$ cat config.mk
export PLATFORM = sky130hd
export DESIGN_NAME = tilelink_ad_arbiter
export DESIGN_NICKNAME = d
export VERILOG_FILES = /design/src/rtl/tilelink_ad_arbiter.sv
export SDC_FILE = /design/constraint.sdc
export NUM_CORES = 1
export LEC_CHECK = 0
export ABC_AREA = 1
export BUFFER_PORTS_ARGS = -buffer_cell sky130_fd_sc_hd__buf_2
export CORE_AREA = 3 3 148 150
export DETAILED_ROUTE_END_ITERATION = 12
export DIE_AREA = 0 0 151 153
export GPL_ROUTABILITY_DRIVEN = 0
export SETUP_SLACK_MARGIN = 0.5
export SKIP_LAST_GASP = 1
export SYNTH_ARGS = -nofsm -noshare
export SYNTH_HDL_FRONTEND = slang
export SYNTH_SLANG_ARGS = --single-unit
$ cat constraint.sdc
create_clock -name clock -period 3.2 [get_ports clock]
set_input_delay 0.64 -clock clock [delete_from_list [all_inputs] [get_ports clock]]
set_output_delay 0.64 -clock clock [all_outputs]
set_load 0.05 [all_outputs]
$ cat src/rtl/tilelink_ad_arbiter.sv
// -----------------------------------------------------------------------------
// tilelink_ad_arbiter
//
// Two-master to one-slave TileLink-UL arbiter. One transaction is outstanding
// at a time: a master wins the slave A channel, the grant is frozen until the
// A beat is accepted, and then every D beat is routed back to that master
// until the expected number of beats has been seen.
//
// Configuration macro:
//   TL_ARB_ROUND_ROBIN_EN  defined   -> round-robin between m0 and m1
//                          undefined -> fixed priority, m0 always wins
//
// Ports:
//   clock, reset              sole clock (rising edge), synchronous active-high reset
//   m0_a_*, m1_a_*            master A channels (valid/ready + payload)
//   m0_d_*, m1_d_*            master D channels (valid/ready + payload)
//   s_a_*                     slave A channel (payload copied from the granted master)
//   s_d_*                     slave D channel (payload fanned out to both masters)
//   grant_owner               owner of the current/last transaction
//   busy                      high while a transaction is locked or waiting for D
// -----------------------------------------------------------------------------
module tilelink_ad_arbiter #(
    parameter int XLEN   = 32,
    parameter int ADDR_W = 32,
    localparam int XLEN_BYTES = XLEN / 8
) (
    input  logic                  clock,
    input  logic                  reset,

    input  logic                  m0_a_valid,
    output logic                  m0_a_ready,
    input  logic [2:0]            m0_a_bits_opcode,
    input  logic [2:0]            m0_a_bits_param,
    input  logic [3:0]            m0_a_bits_size,
    input  logic                  m0_a_bits_source,
    input  logic [ADDR_W-1:0]     m0_a_bits_address,
    input  logic [XLEN_BYTES-1:0] m0_a_bits_mask,
    input  logic [XLEN-1:0]       m0_a_bits_data,

    input  logic                  m1_a_valid,
    output logic                  m1_a_ready,
    input  logic [2:0]            m1_a_bits_opcode,
    input  logic [2:0]            m1_a_bits_param,
    input  logic [3:0]            m1_a_bits_size,
    input  logic                  m1_a_bits_source,
    input  logic [ADDR_W-1:0]     m1_a_bits_address,
    input  logic [XLEN_BYTES-1:0] m1_a_bits_mask,
    input  logic [XLEN-1:0]       m1_a_bits_data,

    output logic                  m0_d_valid,
    input  logic                  m0_d_ready,
    output logic [2:0]            m0_d_bits_opcode,
    output logic [1:0]            m0_d_bits_param,
    output logic [3:0]            m0_d_bits_size,
    output logic                  m0_d_bits_source,
    output logic                  m0_d_bits_sink,
    output logic [XLEN-1:0]       m0_d_bits_data,
    output logic                  m0_d_bits_error,

    output logic                  m1_d_valid,
    input  logic                  m1_d_ready,
    output logic [2:0]            m1_d_bits_opcode,
    output logic [1:0]            m1_d_bits_param,
    output logic [3:0]            m1_d_bits_size,
    output logic                  m1_d_bits_source,
    output logic                  m1_d_bits_sink,
    output logic [XLEN-1:0]       m1_d_bits_data,
    output logic                  m1_d_bits_error,

    output logic                  s_a_valid,
    input  logic                  s_a_ready,
    output logic [2:0]            s_a_bits_opcode,
    output logic [2:0]            s_a_bits_param,
    output logic [3:0]            s_a_bits_size,
    output logic                  s_a_bits_source,
    output logic [ADDR_W-1:0]     s_a_bits_address,
    output logic [XLEN_BYTES-1:0] s_a_bits_mask,
    output logic [XLEN-1:0]       s_a_bits_data,

    input  logic                  s_d_valid,
    output logic                  s_d_ready,
    input  logic [2:0]            s_d_bits_opcode,
    input  logic [1:0]            s_d_bits_param,
    input  logic [3:0]            s_d_bits_size,
    input  logic                  s_d_bits_source,
    input  logic                  s_d_bits_sink,
    input  logic [XLEN-1:0]       s_d_bits_data,
    input  logic                  s_d_bits_error,

    output logic                  grant_owner,
    output logic                  busy
);

    localparam int LG_BYTES = $clog2(XLEN_BYTES);

    typedef enum logic [1:0] {
        IDLE   = 2'd0,
        A_LOCK = 2'd1,
        D_WAIT = 2'd2
    } state_t;

    state_t      state_r;
    logic        owner_r;
    logic [4:0]  target_r;
    logic [4:0]  beat_cnt_r;
    (* keep *) logic err_unexpected_d;
`ifdef TL_ARB_ROUND_ROBIN_EN
    logic        rr_ptr_r;
`endif

    logic        win_s;
    logic        sel_s;
    logic        sel_a_valid_s;
    logic        a_open_s;
    logic        d_open_s;
    logic        a_hs_s;
    logic        d_hs_s;
    logic [4:0]  beat_inc_s;

    // Number of D beats for a request: Get returns 2^size bytes split into
    // XLEN-wide beats (at least one); everything else is a single ack.
    // The result saturates at the 5-bit counter ceiling.
    function automatic logic [4:0] beat_target(input logic [2:0] opcode,
                                               input logic [3:0] size);
        int         sh;
        logic [4:0] t;
        sh = int'(size) - LG_BYTES;
        t  = 5'd1;
        if (opcode == 3'd4 && sh > 32'sd0) begin
            if (sh >= 32'sd5) begin
                t = 5'd31;
            end else begin
                t = 5'(32'd1 << sh);
            end
        end else begin
            t = 5'd1;
        end
        return t;
    endfunction

    // Arbitration winner among the masters currently requesting.
    always_comb begin
        win_s = 1'b0;
`ifdef TL_ARB_ROUND_ROBIN_EN
        if (m0_a_valid && m1_a_valid) begin
            win_s = rr_ptr_r;
        end else if (m1_a_valid) begin
            win_s = 1'b1;
        end else begin
            win_s = 1'b0;
        end
`else
        if (m0_a_valid) begin
            win_s = 1'b0;
        end else if (m1_a_valid) begin
            win_s = 1'b1;
        end else begin
            win_s = 1'b0;
        end
`endif
    end

    // In IDLE the fresh winner drives the slave; afterwards the grant is frozen.
    assign sel_s         = (state_r == IDLE) ? win_s : owner_r;
    assign sel_a_valid_s = sel_s ? m1_a_valid : m0_a_valid;
    assign a_open_s      = !reset && (state_r != D_WAIT);
    assign d_open_s      = !reset && (state_r == D_WAIT);

    assign s_a_valid  = a_open_s && sel_a_valid_s;
    assign m0_a_ready = a_open_s && !sel_s && s_a_ready;
    assign m1_a_ready = a_open_s &&  sel_s && s_a_ready;

    assign s_a_bits_opcode  = sel_s ? m1_a_bits_opcode  : m0_a_bits_opcode;
    assign s_a_bits_param   = sel_s ? m1_a_bits_param   : m0_a_bits_param;
    assign s_a_bits_size    = sel_s ? m1_a_bits_size    : m0_a_bits_size;
    assign s_a_bits_source  = sel_s ? m1_a_bits_source  : m0_a_bits_source;
    assign s_a_bits_address = sel_s ? m1_a_bits_address : m0_a_bits_address;
    assign s_a_bits_mask    = sel_s ? m1_a_bits_mask    : m0_a_bits_mask;
    assign s_a_bits_data    = sel_s ? m1_a_bits_data    : m0_a_bits_data;

    // D traffic is only steered while waiting for the owner's response.
    assign m0_d_valid = d_open_s && !owner_r && s_d_valid;
    assign m1_d_valid = d_open_s &&  owner_r && s_d_valid;
    assign s_d_ready  = d_open_s && (owner_r ? m1_d_ready : m0_d_ready);

    assign m0_d_bits_opcode = s_d_bits_opcode;
    assign m0_d_bits_param  = s_d_bits_param;
    assign m0_d_bits_size   = s_d_bits_size;
    assign m0_d_bits_source = s_d_bits_source;
    assign m0_d_bits_sink   = s_d_bits_sink;
    assign m0_d_bits_data   = s_d_bits_data;
    assign m0_d_bits_error  = s_d_bits_error;
    assign m1_d_bits_opcode = s_d_bits_opcode;
    assign m1_d_bits_param  = s_d_bits_param;
    assign m1_d_bits_size   = s_d_bits_size;
    assign m1_d_bits_source = s_d_bits_source;
    assign m1_d_bits_sink   = s_d_bits_sink;
    assign m1_d_bits_data   = s_d_bits_data;
    assign m1_d_bits_error  = s_d_bits_error;

    assign a_hs_s     = s_a_valid && s_a_ready;
    assign d_hs_s     = s_d_valid && s_d_ready;
    assign beat_inc_s = (beat_cnt_r == 5'd31) ? 5'd31 : beat_cnt_r + 5'd1;

    assign grant_owner = !reset && owner_r;
    assign busy        = !reset && (state_r != IDLE);

    // Transaction state machine: grant lock, beat counting, error flag.
    always_ff @(posedge clock) begin
        if (reset) begin
            state_r          <= IDLE;
            owner_r          <= 1'b0;
            target_r         <= 5'd1;
            beat_cnt_r       <= 5'd0;
            err_unexpected_d <= 1'b0;
`ifdef TL_ARB_ROUND_ROBIN_EN
            rr_ptr_r         <= 1'b0;
`endif
        end else begin
            // A response with nothing outstanding is a slave protocol error.
            if (s_d_valid && (state_r != D_WAIT)) begin
                err_unexpected_d <= 1'b1;
            end else begin
                err_unexpected_d <= err_unexpected_d;
            end

            case (state_r)
                IDLE: begin
                    if (sel_a_valid_s) begin
                        owner_r <= win_s;
                        if (a_hs_s) begin
                            target_r   <= beat_target(s_a_bits_opcode, s_a_bits_size);
                            beat_cnt_r <= 5'd0;
                            state_r    <= D_WAIT;
                        end else begin
                            state_r    <= A_LOCK;
                        end
                    end else begin
                        state_r <= IDLE;
                    end
                end
                A_LOCK: begin
                    if (a_hs_s) begin
                        target_r   <= beat_target(s_a_bits_opcode, s_a_bits_size);
                        beat_cnt_r <= 5'd0;
                        state_r    <= D_WAIT;
                    end else begin
                        state_r <= A_LOCK;
                    end
                end
                D_WAIT: begin
                    if (d_hs_s) begin
                        if (beat_inc_s >= target_r) begin
                            beat_cnt_r <= 5'd0;
                            state_r    <= IDLE;
`ifdef TL_ARB_ROUND_ROBIN_EN
                            rr_ptr_r   <= ~rr_ptr_r;
`endif
                        end else begin
                            beat_cnt_r <= beat_inc_s;
                            state_r    <= D_WAIT;
                        end
                    end else begin
                        state_r <= D_WAIT;
                    end
                end
                default: begin
                    state_r <= IDLE;
                end
            endcase
        end
    end

endmodule

==> results of run 1 <==
[cell type report]
cell class,instances,area share [%]
antenna,1,0.06660
clock buffer,4,2.098
inverter,45,4.496
multi-input combinational,361,41.23
sequential,13,6.926
tap,275,9.158
timing repair buffer,259,36.03
[worst register-to-register path: cells and delay by family (launching register included)]
kind	cells	cell delay, ps
AO/OA/AOI/OAI	3	530
flip-flops	1	410
adder cells (fa/ha/maj)	1	300
AND/OR/NAND/NOR	6	920
buffers and inverters	1	110
[path summary, 6_finish.rpt]
path                       endpoint  cells after the start  slack (ps)        start
hold / removal          target_r[4]                      2         460  target_r[4]
setup / recovery  s_a_bits_data[28]                      9         620   m0_a_valid
hold reg to reg         target_r[4]                      2         460  target_r[4]
setup reg to reg        target_r[3]                     11         850      owner_r
[state kept, by name, summed over array words and instances (netlist names)]
| name | cells |
|---|---|
| beat_cnt_r | 5 |
| target_r | 5 |
| owner_r | 1 |
| state_r | 2 |
[per-layer routing]
layer  vias up  part of all wire [%]  GRT usage, %
met4         0                   1.7         1.943
met2       199                    49         18.59
met1      1498                    40         12.73
met3        15                   9.1         3.380
li1       1807                     -             -
met5         -                     0             0
[metrics by stage]
step | power (uW) | std cells | hold WS (ps)
2_1_floorplan | 2034 | 524 | 441.8
3_3_place_gp | 2347 | 950 | 458.2
3_5_place_dp | 2349 | 950 | 457.0
4_1_cts | 2602 | 954 | 464.2
5_1_grt | 2792 | 957 | 488.2
6_report | 2618 | 958 | 461.2
[power breakdown]
group | total, uW | internal, uW | switching (uW)
combinational | 2180 | 511 | 1670
sequential | 194 | 179 | 15.3
clock | 240 | 168 | 72.0
total | 2620 | 858 | 1760
[timing repair]
| action | in CTS | in global routing |
|---|---|---|
| resized for setup | 1 | 7 |
| setup buffers | 0 | 2 |
| pin swaps | 0 | 1 |
| cloned | 0 | 1 |
| setup endpoints to repair | 3 | 6 |
==> qor.yml, run 1 <==
status:
  outcome: "finished clean"
clock_network:
  cts.sinks: 13
  cts_tree: "built"
  clk_pin_slew_ps: 40
  cts-root-buf: "clkbuf_16"
  cts_buffer_depth: 2
  numCtsBuffers: 3
  holdBufCountCts: 0
  insertion_delay_ps: 250
  cts_max_level: 1
logic_synthesis:
  syn-num-nets: 741
  syn_area_um2: 2694
  syn_area_per_cell_um2: 5.141
  yosysWarnings: 0
  syn_inst: 524
timing:
  fmax_mhz: 386.9
  relSlewSlack_pct: 76.17
  rsz0062_at_grt: "true"
  setup_viol: 0
  final_max_slew_viol_count: 0
  clock_skew_ps: 4.342
  hold_violations: 0
  finalCritPeriodShare_pct: 80.76
  finalSetupTns_ps: 0
  max_slew.worst_pin.slew_ps: 353.7
  min_period_ps: 2584
  fin_ws_ps: 615.6
layout:
  seqCellArea_um2: 260.3
  layout_common_cells: "nand2_1, buf_2, inv_1"
  area_delta_synth_final_pct: 39.48
  multiInputGateArea_um2: 1549
  fin_area_um2: 3757
  fill_cells: 2460
  final_common_cell: "nand2_1"
  final_util_pct: 18.04
  drive_above_1_share_pct: 40.18
  final_nets: 900
worst_setup_path:
  worst_ep_required_time_ps: 2560
  path_cells: "buf_2, inv_1, nand2_1, nand2_2, nand2_8, buf_16, nand2_1, nand2_1, clkbuf_4"
  path_buf_inv: 4
  start_kind: "primary input"
  slowest_delay_ps: 250
  end_kind: "primary output"
  slowest_stage: "clkbuf_4"
  crit_type: "primary input to primary output"
  arrival_ps: 1940
  crit_fanout: 51
  crit_path_frequent_cell: "nand2_1"
  critical_path.top_delay_family: "simple AND/OR/NAND/NOR gates"
drt:
  route.detailed.drc: 0
  dr.pass1.iters: 4
  first_iter_violations: 184
  vias: 3519
  ant_nets: 0
  wire_per_inst_um: 13.75
  via_per_inst: 3.673
  drt-total-wl_um: 13180
placed_design:
  placed_cell_area_um2: 3626
  dpl.hpwl_um: 11480
  port_buffers: 252
  place_ws_ps: 444.2
global_route:
  grt_usage_pct: 10.61
  grt_max_degree: 53
  grt_overflow_total: 0
  grt_pass1_vias: 3434
  antenna_found_initial: 0
  grt_first_pass_wirelength_um: 19240
die:
  row_count: 53
  ios: 385
  die_area_um2: 23100
  die_x_um: 151
  die_y_um: 153
  core_area_um2: 20820
  start_util_pct: 12.94
worst_hold_path:
  hp-class: "register to register"
power:
  p_per_area_nw_per_um2: 696.8
  peakVddDrop_v: 0.0003508
  p_leak_uw: 0.002409
flow_run:
  drv_cap: 0
(Power assumes the default switching activity.)
==> run 2: changes to the inputs <==
--- a/config.mk
+++ b/config.mk
@@ -5,7 +5,7 @@
 export SDC_FILE = /design/constraint.sdc
 export NUM_CORES = 1
 export LEC_CHECK = 0
-export ABC_AREA = 1
+export ABC_AREA = 0
 export BUFFER_PORTS_ARGS = -buffer_cell sky130_fd_sc_hd__buf_2
 export CORE_AREA = 3 3 148 150
 export DETAILED_ROUTE_END_ITERATION = 12
==> constraint.sdc (replaced) <==
create_clock -name clock -period 2.5 [get_ports clock]
set_input_delay 0.5 -clock clock [delete_from_list [all_inputs] [get_ports clock]]
set_output_delay 0.5 -clock clock [all_outputs]
set_load 0.05 [all_outputs]
==> qor.yml, run 2 <==
global_route:
  grt_overflow_total: 0  # unchanged
  antenna_found_initial: 4  # +4
  grt_usage_pct: 12.36  # +1.7 points
  grt_pass1_vias: 3129  # -8.9%
  grt_first_pass_wirelength_um: 20870  # +8.5%
  grt_max_degree: 18  # -66%
placed_design:
  dpl.hpwl_um: 12770  # +11%
  port_buffers: 252  # unchanged
  placed_cell_area_um2: 4229  # +17%
die:
  ios: 385  # unchanged
  die_area_um2: 23100  # unchanged
  row_count: 53  # unchanged
  start_util_pct: 13.62  # +0.68 points
  die_x_um: 151  # unchanged
  core_area_um2: 20820  # unchanged
  die_y_um: 153  # unchanged
status:
  outcome: "finished, violations left"
  failed_checks: "setup timing"
clock_network:
  cts_tree: "built"
  cts-root-buf: "clkbuf_16"
  numCtsBuffers: 3  # unchanged
  cts.sinks: 13  # unchanged
  cts_max_level: 1  # unchanged
  cts_buffer_depth: 2  # unchanged
  clk_pin_slew_ps: 50  # about the same
  insertion_delay_ps: 240  # about the same
flow_run:
  drv_cap: 0  # unchanged
worst_setup_path:
  arrival_ps: 2010  # +70 ps
  crit_fanout: 8  # -84%
  crit_type: "register to primary output"
  worst_ep_required_time_ps: 2000  # -560 ps
  end_kind: "primary output"
  start_kind: "register"
logic_synthesis:
  yosysWarnings: 0  # unchanged
  syn_area_um2: 2835  # +5.2%
  syn_area_per_cell_um2: 8.860  # +72%
  syn-num-nets: 537  # -28%
  syn_inst: 320  # -39%
timing:
  min_period_ps: 2514
  hold_violations: 0  # unchanged
  whs_ps: 447.9  # -13.26 ps
  finalCritPeriodShare_pct: 100.6
  final_max_slew_viol_count: 0  # unchanged
  setup_viol: 13  # +13
  fmax_mhz: 397.8
  rsz0062_at_grt: "true"
  clock_skew_ps: 2.502  # -1.840 ps
  fin_ws_ps: -13.75  # -629.4 ps
  max_slew.worst_pin.slew_ps: 448.4  # +94.72 ps
  relSlewSlack_pct: 70.10  # -6.1 points
drt:
  drt-total-wl_um: 16700  # +27%
  dr.pass1.iters: 4  # unchanged
  wire_per_inst_um: 20.75  # +51%
  first_iter_violations: 106  # -42%
  route.detailed.drc: 0  # unchanged
  vias: 3153  # -10%
  via_per_inst: 3.917  # +6.6%
  ant_nets: 0  # unchanged
layout:
  area_delta_synth_final_pct: 95.01
  top_regs: "beat_cnt_r x5, target_r x5, state_r x2"
  fill_cells: 2222  # -9.7%
  final_common_cell: "buf_2"
  diodes: 0  # -1
  drive_above_1_share_pct: 81.89  # +42 points
  fin_area_um2: 5529  # +47%
  final_nets: 748  # -17%
  layout_common_cells: "buf_2, buf_6, mux2_4"
power:
  p_per_area_nw_per_um2: 416.3  # -40%
  p_leak_uw: 0.002716  # +13%
  peakVddDrop_v: 0.0001574  # -55%
worst_hold_path:
  hp-class: "register to register"
-- run 2: area by class of cell --
| type | count | area, um2 | area share, % |
|---|---|---|---|
| inverters | 11 | 45.04 | 0.8147 |
| well taps | 275 | 344.1 | 6.223 |
| repair buffers | 307 | 2699 | 48.81 |
| clock buffers | 4 | 78.83 | 1.426 |
| flip-flops and latches | 13 | 267.8 | 4.843 |
| multi-input cells | 195 | 2095 | 37.88 |
-- run 2: critical path, cell delays in order (launching register included) --
cell	delay [ps]
dfxtp_2	350
o21a_1	240
nor2_4	230
buf_12	190
buf_12	110
buf_16	130
mux2_2	350
buf_6	160
-- run 2: timing repair --
| item | CTS | global route |
|---|---|---|
| cloned | 5 | 7 |
| resized for setup | 146 | 67 |
| pin swaps | 11 | 12 |
| setup endpoints to repair | 96 | 95 |
| setup buffers | 15 | 7 |
| hold buffers | 0 | 0 |
-- run 2: metrics by stage --
stage	TNS [ps]	util [%]	total power, uW	setup WS [ps]	instances
final	-73.62	26.55	2302	-13.75	805
after detailed placement	-14540	20.31	1579	-242.1	767
after global placement	-11000	20.31	1575	-205.1	767
after CTS	0	24.38	2178	6.414	791
after floorplan	-1271	-	1490	-334.3	320
after global routing	-1432	26.55	2401	-86.47	805
-- run 2: per-layer routing --
metal | vias up | global-route usage [%] | routed length (um)
li1 | 1481 | - | -
met1 | 1453 | 13.74 | 6340
met2 | 166 | 18.46 | 7287
met4 | 8 | 3.584 | 382
met5 | - | 0 | 37
met3 | 45 | 9.280 | 2653
-- run 2: worst paths after layout --
path | cells after the start | endpoint | slack, ps | start
max reg2reg | 10 | target_r[0] | 20 | state_r[1]
min | 2 | target_r[4] | 450 | target_r[4]
max | 7 | s_a_bits_address[8] | -10 | state_r[1]
min reg2reg | 2 | target_r[4] | 450 | target_r[4]
-- run 2: power breakdown --
part	total [uW]	leakage (uW)	internal, uW	switching [uW]
combinational	1780	0.00257	833	944
sequential	218	0.000107	212	5.70
clock	307	0.0000382	215	91.3
total	2300	0.00272	1260	1040
==> run 3: changes to the inputs <==
--- a/config.mk
+++ b/config.mk
@@ -8,6 +8,7 @@
 export ABC_AREA = 0
 export BUFFER_PORTS_ARGS = -buffer_cell sky130_fd_sc_hd__buf_2
 export CORE_AREA = 3 3 148 150
+export CTS_BUF_LIST = sky130_fd_sc_hd__clkbuf_16
 export DETAILED_ROUTE_END_ITERATION = 12
 export DIE_AREA = 0 0 151 153
 export GPL_ROUTABILITY_DRIVEN = 0
==> qor.yml, run 3 (same netlist as run 2, synthesis figures left out) <==
worst_setup_path:
  crit_type: "register to primary output"
  slowest_delay_ps: 350  # about the same
  path_cells: "o21a_1, nor2_4, buf_12, buf_12, buf_16, mux2_2, buf_6"
  crit_path_frequent_cell: "buf_12"
  start_kind: "register"
  reg2reg_depth: 10  # unchanged
  slowest_stage: "dfxtp_2"
  end_kind: "primary output"
  worst_ep_required_time_ps: 2000  # about the same
  arrival_ps: 2010  # about the same
  crit_fanout: 8  # unchanged
layout:
  diodes: 0  # unchanged
  layout_common_cells: "buf_2, buf_6, mux2_4"
  final_common_cell: "buf_2"
  final_nets: 749  # +0.13%
  area_delta_synth_final_pct: 95.45
  drive_above_1_share_pct: 81.92  # about the same
  fin_area_um2: 5542  # +0.23%
  top_regs: "beat_cnt_r x5, target_r x5, state_r x2"
die:
  die_y_um: 153  # unchanged
  start_util_pct: 13.62  # unchanged
  ios: 385  # unchanged
  die_x_um: 151  # unchanged
  row_count: 53  # unchanged
  die_area_um2: 23100  # unchanged
  core_area_um2: 20820  # unchanged
timing:
  final_max_slew_viol_count: 0  # unchanged
  relSlewSlack_pct: 70.20  # +0.094 points
  finalSetupTns_ps: -83.68  # -10.06 ps
  fmax_mhz: 397.7  # about the same
  finalCritPeriodShare_pct: 100.6  # about the same
  setup_viol: 14  # +1
  min_period_ps: 2514  # +0.4732 ps
  fin_ws_ps: -14.22  # -0.4732 ps
  rsz0062_at_grt: "true"
  clock_skew_ps: 2.458  # -0.04411 ps
  hold_violations: 0  # unchanged
  max_slew.worst_pin.slew_ps: 447.0  # -1.413 ps
power:
  p_sw_share_pct: 45.33  # +0.11 points
  seqPwrFrac_pct: 9.5  # about the same
  pwr-share-comb_pct: 77.4  # +0.2 points
  peakVddDrop_v: 0.0001593  # +1.2%
  p_leak_uw: 0.002728  # +0.44%
  power.internal_uw: 1260  # about the same
  p_per_area_nw_per_um2: 415.9  # -0.12%
  total_power_uw: 2304  # +0.11%
  power.share.clock_pct: 13.1  # -0.2 points
  p_sw_uw: 1045  # +0.35%
status:
  outcome: "finished, violations left"
  failed_checks: "setup timing"
drt:
  wire_per_inst_um: 20.87  # +0.62%
  route.detailed.drc: 0  # unchanged
  drt-total-wl_um: 16820  # +0.74%
  vias: 3166  # +0.41%
  via_per_inst: 3.928  # +0.29%
  dr.pass1.iters: 4  # unchanged
  first_iter_violations: 118  # +11%
  ant_nets: 0  # unchanged
global_route:
  grt_max_degree: 18  # unchanged
  antenna_found_initial: 4  # unchanged
  grt_usage_pct: 12.34  # -0.018 points
  grt_pass1_vias: 3116  # -0.42%
  grt_first_pass_wirelength_um: 20830  # -0.20%
  grt_overflow_total: 0  # unchanged
placed_design:
  port_buffers: 252  # unchanged
  place_ws_ps: -242.1  # unchanged
  placed_cell_area_um2: 4229  # unchanged
  dpl.hpwl_um: 12770  # unchanged
clock_network:
  cts_tree: "built"
  insertion_delay_ps: 240  # about the same
  numCtsBuffers: 3  # unchanged
  cts-root-buf: "clkbuf_16"
  cts_buffer_depth: 2  # unchanged
  clk_pin_slew_ps: 50  # about the same
  cts_max_level: 1  # unchanged
  cts.sinks: 13  # unchanged
worst_hold_path:
  hp-class: "register to register"
  min_path_cells: 2  # unchanged
flow_run:
  drv_cap: 0  # unchanged
-- run 3: changes by cell type in the layout (fill, tap and decap cells not counted) --
cell       change
buf_12         -1
clkbuf_1       -1
inv_1          +1
clkbuf_16      +1
buf_4          +1
-- run 3: stage by stage --
stage          std cells  hold WS (ps)  utilization, %
2_1_floorplan        320         436.3               -
3_3_place_gp         767         444.7           20.31
3_5_place_dp         767         447.1           20.31
4_1_cts              790         450.0           24.29
5_1_grt              806         484.3           26.61
6_report             806         447.9           26.61
-- run 3: what timing repair did --
action                                  4_1_cts  5_1_grt
buffers inserted                             14        8
hold buffers                                  0        0
gates cloned                                  5        8
pin swaps                                    11       12
gates resized for setup                     146       67
endpoints found under the setup margin       96       95
-- run 3: power by group through the flow --
stage | Sequential (uW) | Combinational [uW] | Clock (uW)
detailed placement | 222 | 1360 | 0
global placement | 222 | 1350 | 0
finish | 218 | 1780 | 303
floorplan | 218 | 1270 | 0
CTS | 219 | 1640 | 310
global route | 218 | 1860 | 321
-- run 3: cell type report --
cell class | count | area (um2)
clock buffer | 3 | 75.07
clock inverter | 1 | 3.754
fill | 2220 | 15280
inverter | 11 | 45.04
multi-input combinational | 195 | 2095
sequential | 13 | 267.8
tap | 275 | 344.1
timing repair buffer | 308 | 2711
-- run 3: path summary, 6_finish.rpt --
| check | start | to | slack (ps) |
|---|---|---|---|
| min reg2reg | target_r[4] | target_r[4] | 450 |
| min | target_r[4] | target_r[4] | 450 |
| max | state_r[1] | s_a_bits_address[8] | -10 |
| max reg2reg | state_r[1] | target_r[0] | 20 |
-- run 3: worst max-delay path: cells and delay by family (launching register included) --
family                 cells  cell delay [ps]
AO/OA/AOI/OAI              1              240
buffers and inverters      4              590
flip-flops                 1              350
AND/OR/NAND/NOR            1              230
multiplexers               1              350
-- run 3: metal layers --
| layer | track usage (%) | vias up | wire (um) |
|---|---|---|---|
| met5 | 0 | - | 37 |
| met1 | 13.72 | 1460 | 6418 |
| li1 | - | 1485 | - |
| met2 | 18.40 | 168 | 7314 |
| met3 | 9.309 | 45 | 2672 |
| met4 | 3.584 | 8 | 382 |
